`config.mk`:
```
export PLATFORM = sky130hd
export DESIGN_NAME = vga_scan_timer
export DESIGN_NICKNAME = d
export VERILOG_FILES = /design/src/rtl/vga_scan_timer_pkg.sv /design/src/rtl/vga_scan_timer_axis.sv /design/src/rtl/vga_scan_timer.sv
export SDC_FILE = /design/constraint.sdc
export NUM_CORES = 1
export LEC_CHECK = 0
export CAP_MARGIN = 25
export CORE_MARGIN = 3
export CORE_UTILIZATION = 25
export DETAILED_ROUTE_END_ITERATION = 8
export PLACE_DENSITY = 0.38
export SLEW_MARGIN = 15
export SYNTH_ARGS = -nofsm -noshare
export SYNTH_HDL_FRONTEND = slang
export SYNTH_SLANG_ARGS = --single-unit
```
`constraint.sdc`:
```
create_clock -name clk -period 4.2 [get_ports clk]
set_input_delay 0.63 -clock clk [delete_from_list [all_inputs] [get_ports clk]]
set_output_delay 0.63 -clock clk [all_outputs]
set_load 0.1 [all_outputs]
```
`src/rtl/vga_scan_timer_pkg.sv`:
```
// Shared timing defaults and grid geometry for the VGA scan timer.
// Default timing is 640x480@60 with 8x8-pixel grid cells.
package vga_scan_timer_pkg;

    localparam int VGA_H_ACTIVE = 640;
    localparam int VGA_H_FP     = 16;
    localparam int VGA_H_SYNC   = 96;
    localparam int VGA_H_BP     = 48;

    localparam int VGA_V_ACTIVE = 480;
    localparam int VGA_V_FP     = 10;
    localparam int VGA_V_SYNC   = 2;
    localparam int VGA_V_BP     = 33;

    localparam int GRID_CELL_SHIFT = 3;
    localparam int GRID_COLS       = 80;
    localparam int GRID_ROWS       = 60;

    localparam int GX_W = 8;
    localparam int GY_W = 7;

    function automatic int cnt_w(input int total);
        return (total <= 2) ? 1 : $clog2(total);
    endfunction

endpackage

```
`src/rtl/vga_scan_timer_axis.sv`:
```
// One scan axis: wrapping position counter plus active-region and
// raw sync-window decode. Used for both horizontal and vertical.
module scan_axis_counter
    import vga_scan_timer_pkg::*;
#(
    parameter int ACTIVE = VGA_H_ACTIVE,
    parameter int FP     = VGA_H_FP,
    parameter int SYNC   = VGA_H_SYNC,
    parameter int BP     = VGA_H_BP,
    localparam int TOTAL = ACTIVE + FP + SYNC + BP,
    localparam int W     = cnt_w(TOTAL)
) (
    input  logic         clk,
    input  logic         rst,
    input  logic         en,
    output logic [W-1:0] cnt,
    output logic         wrap,
    output logic         active,
    output logic         sync_raw
);

    logic [W-1:0] r_cnt;

    assign cnt      = r_cnt;
    assign wrap     = en && (r_cnt == W'(TOTAL - 1));
    assign active   = r_cnt < W'(ACTIVE);
    assign sync_raw = (r_cnt >= W'(ACTIVE + FP)) &&
                      (r_cnt <= W'(ACTIVE + FP + SYNC - 1));

    always_ff @(posedge clk or posedge rst) begin
        if (rst) begin
            r_cnt <= '0;
        end else if (en) begin
            r_cnt <= wrap ? '0 : r_cnt + 1'b1;
        end
    end

endmodule

```
`src/rtl/vga_scan_timer.sv`:
```
// Pixel timing for the grid renderer: de/gx/gy at stage 1,
// hsync/vsync at stage 2 to line up with registered RGB, plus frame tick.
module vga_scan_timer
    import vga_scan_timer_pkg::*;
#(
    parameter int H_ACTIVE   = VGA_H_ACTIVE,
    parameter int H_FP       = VGA_H_FP,
    parameter int H_SYNC     = VGA_H_SYNC,
    parameter int H_BP       = VGA_H_BP,
    parameter int V_ACTIVE   = VGA_V_ACTIVE,
    parameter int V_FP       = VGA_V_FP,
    parameter int V_SYNC     = VGA_V_SYNC,
    parameter int V_BP       = VGA_V_BP,
    parameter int CELL_SHIFT = GRID_CELL_SHIFT,
    parameter bit SYNC_POL   = 1'b0,
    parameter int N_COLS     = GRID_COLS,
    parameter int N_ROWS     = GRID_ROWS
) (
    input  logic            clk,
    input  logic            rst,
    input  logic            pix_en,
    output logic            de,
    output logic [GX_W-1:0] gx,
    output logic [GY_W-1:0] gy,
    output logic            hsync,
    output logic            vsync,
    output logic            frame_tick
);

    localparam int HW = cnt_w(H_ACTIVE + H_FP + H_SYNC + H_BP);
    localparam int VW = cnt_w(V_ACTIVE + V_FP + V_SYNC + V_BP);

    if (((H_ACTIVE >> CELL_SHIFT) != N_COLS) ||
        ((V_ACTIVE >> CELL_SHIFT) != N_ROWS)) begin : g_bad_grid
        $error("active area does not match grid size");
    end

    logic [HW-1:0]   w_hcnt;
    logic [VW-1:0]   w_vcnt;
    logic            w_h_wrap;
    logic            w_v_wrap;
    logic            w_h_active;
    logic            w_v_active;
    logic            w_hs_raw;
    logic            w_vs_raw;
    logic            w_active;
    logic [GX_W-1:0] w_gx;
    logic [GY_W-1:0] w_gy;
    logic            w_hs_lvl;
    logic            w_vs_lvl;

    logic            r_de;
    logic [GX_W-1:0] r_gx;
    logic [GY_W-1:0] r_gy;
    logic            r_hs1;
    logic            r_hs2;
    logic            r_vs1;
    logic            r_vs2;

    scan_axis_counter #(
        .ACTIVE (H_ACTIVE),
        .FP     (H_FP),
        .SYNC   (H_SYNC),
        .BP     (H_BP)
    ) u_h_axis (
        .clk      (clk),
        .rst      (rst),
        .en       (pix_en),
        .cnt      (w_hcnt),
        .wrap     (w_h_wrap),
        .active   (w_h_active),
        .sync_raw (w_hs_raw)
    );

    // Vertical axis steps only on the last pixel of each line.
    scan_axis_counter #(
        .ACTIVE (V_ACTIVE),
        .FP     (V_FP),
        .SYNC   (V_SYNC),
        .BP     (V_BP)
    ) u_v_axis (
        .clk      (clk),
        .rst      (rst),
        .en       (w_h_wrap),
        .cnt      (w_vcnt),
        .wrap     (w_v_wrap),
        .active   (w_v_active),
        .sync_raw (w_vs_raw)
    );

    assign w_active = w_h_active && w_v_active;
    assign w_gx     = w_active ? GX_W'(w_hcnt >> CELL_SHIFT) : '0;
    assign w_gy     = w_active ? GY_W'(w_vcnt >> CELL_SHIFT) : '0;
    assign w_hs_lvl = w_hs_raw ? SYNC_POL : ~SYNC_POL;
    assign w_vs_lvl = w_vs_raw ? SYNC_POL : ~SYNC_POL;

    // Last pixel of the last visible line: blanking starts on this strobe.
    assign frame_tick = w_h_wrap && !w_v_wrap &&
                        (w_vcnt == VW'(V_ACTIVE - 1));

    always_ff @(posedge clk or posedge rst) begin
        if (rst) begin
            r_de  <= 1'b0;
            r_gx  <= '0;
            r_gy  <= '0;
            r_hs1 <= ~SYNC_POL;
            r_hs2 <= ~SYNC_POL;
            r_vs1 <= ~SYNC_POL;
            r_vs2 <= ~SYNC_POL;
        end else if (pix_en) begin
            r_de  <= w_active;
            r_gx  <= w_gx;
            r_gy  <= w_gy;
            r_hs1 <= w_hs_lvl;
            r_hs2 <= r_hs1;
            r_vs1 <= w_vs_lvl;
            r_vs2 <= r_vs1;
        end
    end

    assign de    = r_de;
    assign gx    = r_gx;
    assign gy    = r_gy;
    assign hsync = r_hs2;
    assign vsync = r_vs2;

endmodule

```
==> impl_metrics.ini, run 1 <==
[status]
status = completed

[finish]
antenna_cells = 0
fill_cells = 725
fin_nets = 194
area_growth_pct = 23.5
layout_commonest_cell = dfrtp_1
final_layout_size_suffix_gt1_share_pct = 9.57
fin_util_pct = 32.4
layout_common_cells = dfrtp_1, clkdlybuf4s50_1, nor2_1, a22o_1

[synthesis]
synth_enable_flop_cells = 0
synthFlopType = dfrtp_1
async_flop_share_pct = 100
synthesis.nets = 176
ys_seq_area_share_pct = 54.2
ys_types = 40
yosysWarnings = 0
ys_ff_latch = 39
netlist_instances = 169
syn-cell-area_um2 = 1810
syn_area_per_cell_um2 = 10.7

[timing]
finalSetupTns_ns = 0
setup_viol_count_final = 0
worst_slew_pin_slew_ns = 0.974
period_needed_ns = 3.16
skew_ns = 0.00867
rsz0062_at_grt = false
slew_headroom_pct = 34.9
fin_crit_sh_pct = 75.2
fmax_ghz = 0.316
hold_violations = 0
drv_slew = 0

[placed_design]
dpl.hpwl_mm = 2.74
gp_congestion = 0.822
port_buffers = 20

[die]
initial_core_util_pct = 26.2
io_pins = 22
die_h_um = 91.1
die_x_um = 91.1
fp-row-count = 30
dieArea_um2 = 8300
core-area_um2 = 6910

[clocking]
clk_latency_ns = 0.29
post_cts_resized = 0
cts_buffers = 5
cts_tree = done
clock_path_buffers = 2
cts_htree_levels = 2
ctsHoldBuffers = 0
postCtsSetupBuffers = 0
root_buffer = clkbuf_8
cts.sinks = 39
path_clk_slew_ns = 0.07

[critical_path]
r2r-start = u_h_axis.cnt[0]
cp_max_fo = 18
crit_arrival_ns = 2.53
cp.required_ns = 3.57
crit_path_start = pix_en
endpoint_kind = output pin
worstSetupPathType = in2out
crit_path_start_kind = primary input

[global_route]
grt_max_degree = 25
grt_pass1_vias = 1300
grt.total_usage_pct = 9.97
grt.overflow.total = 0
antenna_found_initial = 0
grt_pass1_wl_mm = 6.63

[route]
vias_per_cell = 4.50
route.detailed.drc = 0
ant_nets = 0
routed_wl_mm = 3.81
drtIter0Drc = 54
first_pass_iters = 4
vias = 1279
avgRoutedWirePerCell_um = 13.4

[run]
drv_cap = 0

[min_path]
hold_class = reg2reg
hold_start = r_hs1

[pwr]
report.power.total_mw = 1.06
leakage_nw = 0.959
peakVddDrop_uv = 156
p_per_area_nw_per_um2 = 475
## final cells by class
type,instances,area [um2],area share (%)
tap,96,120,5.37
clock inverter,2,60.1,2.69
multi-input combinational,108,736,32.9
clock buffer,6,72.6,3.25
inverter,11,41.3,1.85
sequential,39,981,43.9
timing repair buffer,22,225,10.1
## worst max-delay path, stage by stage
cell,delay (ns)
clkdlybuf4s50_1,0.45
buf_4,0.21
nand4_4,0.15
and3b_1,0.37
nand2_1,0.16
nor3_1,0.33
buf_12,0.22
## report_power, final
part | switching [mW] | leakage (nW) | total, mW | internal, mW
registers | 0.0498 | 0.478 | 0.463 | 0.413
logic | 0.162 | 0.416 | 0.228 | 0.0667
clock network | 0.133 | 0.0654 | 0.370 | 0.237
## cell families (layout without fill, tap and decap cells)
| logic type | after synthesis | count (layout) | synth area share, % |
|---|---|---|---|
| buffers and inverters | 22 | 41 | 5.18 |
| AND/OR/NAND/NOR | 59 | 59 | 19.0 |
| multiplexers | 3 | 3 | 1.80 |
| adder cells (fa/ha/maj) | 4 | 4 | 2.76 |
| flip-flops | 39 | 39 | 54.2 |
| AO/OA/AOI/OAI | 31 | 31 | 12.0 |
| XOR/XNOR | 10 | 10 | 4.84 |
| other | 1 | 1 | 0.207 |
## synthesized netlist by cell type, types with 2 or more instances
| master | count | share of area, % |
|---|---|---|
| xor2_1 | 4 | 1.9 |
| clkbuf_1 | 6 | 1.2 |
| inv_1 | 11 | 2.3 |
| xnor2_1 | 6 | 2.9 |
| and4_1 | 3 | 1.5 |
| o21ai_0 | 9 | 2.5 |
| mux2_2 | 2 | 1.2 |
| a21oi_1 | 4 | 1.1 |
| dfstp_2 | 4 | 5.8 |
| a22o_1 | 12 | 5.8 |
| ha_1 | 4 | 2.8 |
| dfrtp_1 | 35 | 48 |
| nor3_1 | 4 | 1.1 |
| nand4_1 | 6 | 2.1 |
| buf_4 | 2 | 0.83 |
| or3_1 | 2 | 0.69 |
| nand3_1 | 9 | 2.5 |
| nand2_1 | 11 | 2.3 |
| buf_2 | 3 | 0.83 |
| nor2_1 | 12 | 2.5 |
## through the flow
stage	std cells	instance area, um2	setup WS (ns)	hold slack, ns
3_3_place_gp	276	2100	1.06	0.462
6_report	284	2240	1.04	0.494
5_1_grt	284	2240	0.942	0.529
2_1_floorplan	169	1810	0.133	0.465
3_5_place_dp	276	2100	1.02	0.478
4_1_cts	284	2240	1.02	0.495
## worst paths after layout
kind	to	slack, ns	cells past startpoint
worst max register to register	u_v_axis.cnt[9]	2.40	5
worst min-delay path	r_hs1	0.49	2
worst max-delay path	frame_tick	1.04	7
min in group asynchronous	u_v_axis.cnt[8]	0.73	2
worst min register to register	r_hs1	0.49	2
max in group asynchronous	r_hs1	2.67	3
## per-layer routing
layer	share of wire [%]	wire, um	track usage [%]	up-vias
li1	-	-	-	633
met1	53	2000	14.1	612
met2	41	1560	14.0	27
met3	4.6	177	3.15	7
met4	1.9	72	4.15	0
met5	0	0	0	-
## flip-flops by register name, summed over array words and instances, names as in the netlist
register      count
u_h_axis.cnt     10
u_v_axis.cnt     10
gx                7
gy                7
de                1
hsync             1
r_hs1             1
r_vs1             1
vsync             1
No activity file was read; power rests on OpenSTA's default activity.
==> run 2: changes to the inputs <==
--- a/config.mk
+++ b/config.mk
@@ -9,7 +9,7 @@
 export CORE_MARGIN = 3
 export CORE_UTILIZATION = 25
 export DETAILED_ROUTE_END_ITERATION = 8
-export PLACE_DENSITY = 0.38
+export PLACE_DENSITY = 0.4
 export SLEW_MARGIN = 15
 export SYNTH_ARGS = -nofsm -noshare
 export SYNTH_HDL_FRONTEND = slang
==> constraint.sdc (replaced) <==
create_clock -name clk -period 2.8 [get_ports clk]
set_input_delay 0.42 -clock clk [delete_from_list [all_inputs] [get_ports clk]]
set_output_delay 0.42 -clock clk [all_outputs]
set_load 0.1 [all_outputs]
==> run 2 against run 1 <==
Effect of this change:
- register-to-register slack got worse by 1.4 ns
- worst hold slack worse by 0.0020 ns
- sequential share of layout area increased by 1.3 points
- clock power grew 14%
- critical endpoint unchanged
==> impl_metrics.ini, run 2 (synthesis results as in run 1) <==
[status]
status = completed

[pwr]
clkPwrFrac_pct = 29.0
p_sw_uw = 513
combPwrFrac_pct = 23.0
p_per_area_nw_per_um2 = 667
sw_frac_of_total_pct = 35.4
report.power.total_mw = 1.45
intPower_uw = 937
leakage_nw = 0.973
pwr-share-seq_pct = 47.9
peakVddDrop_uv = 169

[timing]
rsz0062_at_grt = false
period_needed_ns = 2.37
hold_violations = 0
drv_slew = 0
fin_crit_sh_pct = 84.5
fmax_ghz = 0.422
setup_viol_count_final = 0
slew_headroom_pct = 65.2
skew_ns = 0.00860
worst_slew_pin_slew_ns = 0.523
finalSetupTns_ns = 0

[critical_path]
worstSetupPathType = in2out
reg2reg_slack_ns = 0.99
cp.required_ns = 2.38
crit_path_max_incr_delay_ns = 0.52
reg2reg_depth = 5
crit_path_start = pix_en
cp_max_fo = 6
rr_endpoint = u_v_axis.cnt[9]
crit_family = simple AND/OR/NAND/NOR gates
crit_arrival_ns = 1.95
r2r-start = u_h_axis.cnt[1]
worst-path-stages = 6
cp_cell_sequence = clkdlybuf4s50_1 -> nand4_4 -> and3b_1 -> nand2_1 -> nor3_2 -> buf_12
path_buf_inv = 2
crit_path_end = frame_tick
endpoint_kind = output pin
crit_path_start_kind = primary input
critPathSlowestCell = clkdlybuf4s50_1

[finish]
multiInputGateArea_um2 = 741
layout_commonest_cell = dfrtp_1
layout_common_cells = dfrtp_1, buf_4, nor2_1, a22o_1
seqCellArea_um2 = 981
final_layout_size_suffix_gt1_share_pct = 19.6
fill_cells = 733
fin_nets = 195
antenna_cells = 0
area_growth_pct = 20.0

[clocking]
post_cts_resized = 0
cts_htree_levels = 2
root_buffer = clkbuf_8
clk_latency_ns = 0.29
path_clk_slew_ns = 0.08
cts.sinks = 39
cts_tree = done
ctsHoldBuffers = 0
cts_buffers = 5
postCtsSetupBuffers = 0
clock_path_buffers = 2

[die]
die_h_um = 91.1
dieArea_um2 = 8300
die_x_um = 91.1
initial_core_util_pct = 26.2
io_pins = 22
fp-row-count = 30
core-area_um2 = 6910

[global_route]
grt.total_usage_pct = 9.94
antenna_found_initial = 0
grt.overflow.total = 0
grt_pass1_wl_mm = 6.67
grt_pass1_vias = 1279
grt_max_degree = 40

[min_path]
hold_class = reg2reg

[placed_design]
port_buffers = 20
gp_congestion = 0.754
dpl.hpwl_mm = 2.65

[route]
route.detailed.drc = 0
routed_wl_mm = 3.81
drtIter0Drc = 77
vias = 1307
first_pass_iters = 4
avgRoutedWirePerCell_um = 13.4
ant_nets = 0
vias_per_cell = 4.59

[run]
drv_cap = 0
-- run 2: cell type report --
| cell class | count | area share [%] |
|---|---|---|
| flip-flops and latches | 39 | 45.1 |
| multi-input cells | 108 | 34.1 |
| repair buffers | 23 | 8.75 |
| well taps | 96 | 5.53 |
| clock buffers | 8 | 4.61 |
| inverters | 11 | 1.90 |
-- run 2: power groups by stage --
| stage | combinational, mW | sequential [mW] | clock, mW |
|---|---|---|---|
| 4_1_cts | 0.338 | 0.697 | 0.431 |
| 3_5_place_dp | 0.337 | 0.708 | 0 |
| 3_3_place_gp | 0.336 | 0.706 | 0 |
| 6_report | 0.334 | 0.695 | 0.421 |
| 2_1_floorplan | 0.138 | 0.836 | 0 |
| 5_1_grt | 0.353 | 0.711 | 0.452 |
-- run 2: worst min-delay path by stage --
stage,startpoint,end,slack [ns],cells after the start
2_1_floorplan,r_hs1,r_hs1,0.46,2
3_5_place_dp,r_hs1,r_hs1,0.48,2
4_1_cts,r_hs1,r_hs1,0.49,2
5_1_grt,gy[3],gy[3],0.52,1
3_3_place_gp,de,de,0.46,1
6_report,r_hs1,r_hs1,0.49,2
-- run 2: per-layer routing --
layer,vias up,track usage [%],wire length [um]
li1,636,-,-
met1,634,13.0,1880
met2,31,15.2,1710
met3,6,2.82,153
met4,0,4.40,72
met5,-,0,0
-- run 2: tightest hold or removal path, stage by stage, from the launching register on --
cell and delay (ns):
dfstp_2 0.37, nor2_1 0.07, a21oi_1 0.05
-- run 2: per-stage QoR --
step | util, % | area, um2 | hold slack [ns] | setup WS (ns) | std cells
6_report | 31.5 | 2170 | 0.492 | 0.433 | 285
5_1_grt | 31.5 | 2170 | 0.521 | 0.260 | 285
4_1_cts | 31.5 | 2170 | 0.494 | 0.408 | 285
3_5_place_dp | 30.0 | 2070 | 0.477 | 0.409 | 277
3_3_place_gp | 30.0 | 2070 | 0.465 | 0.426 | 277
2_1_floorplan | - | 1820 | 0.465 | 0.0123 | 169
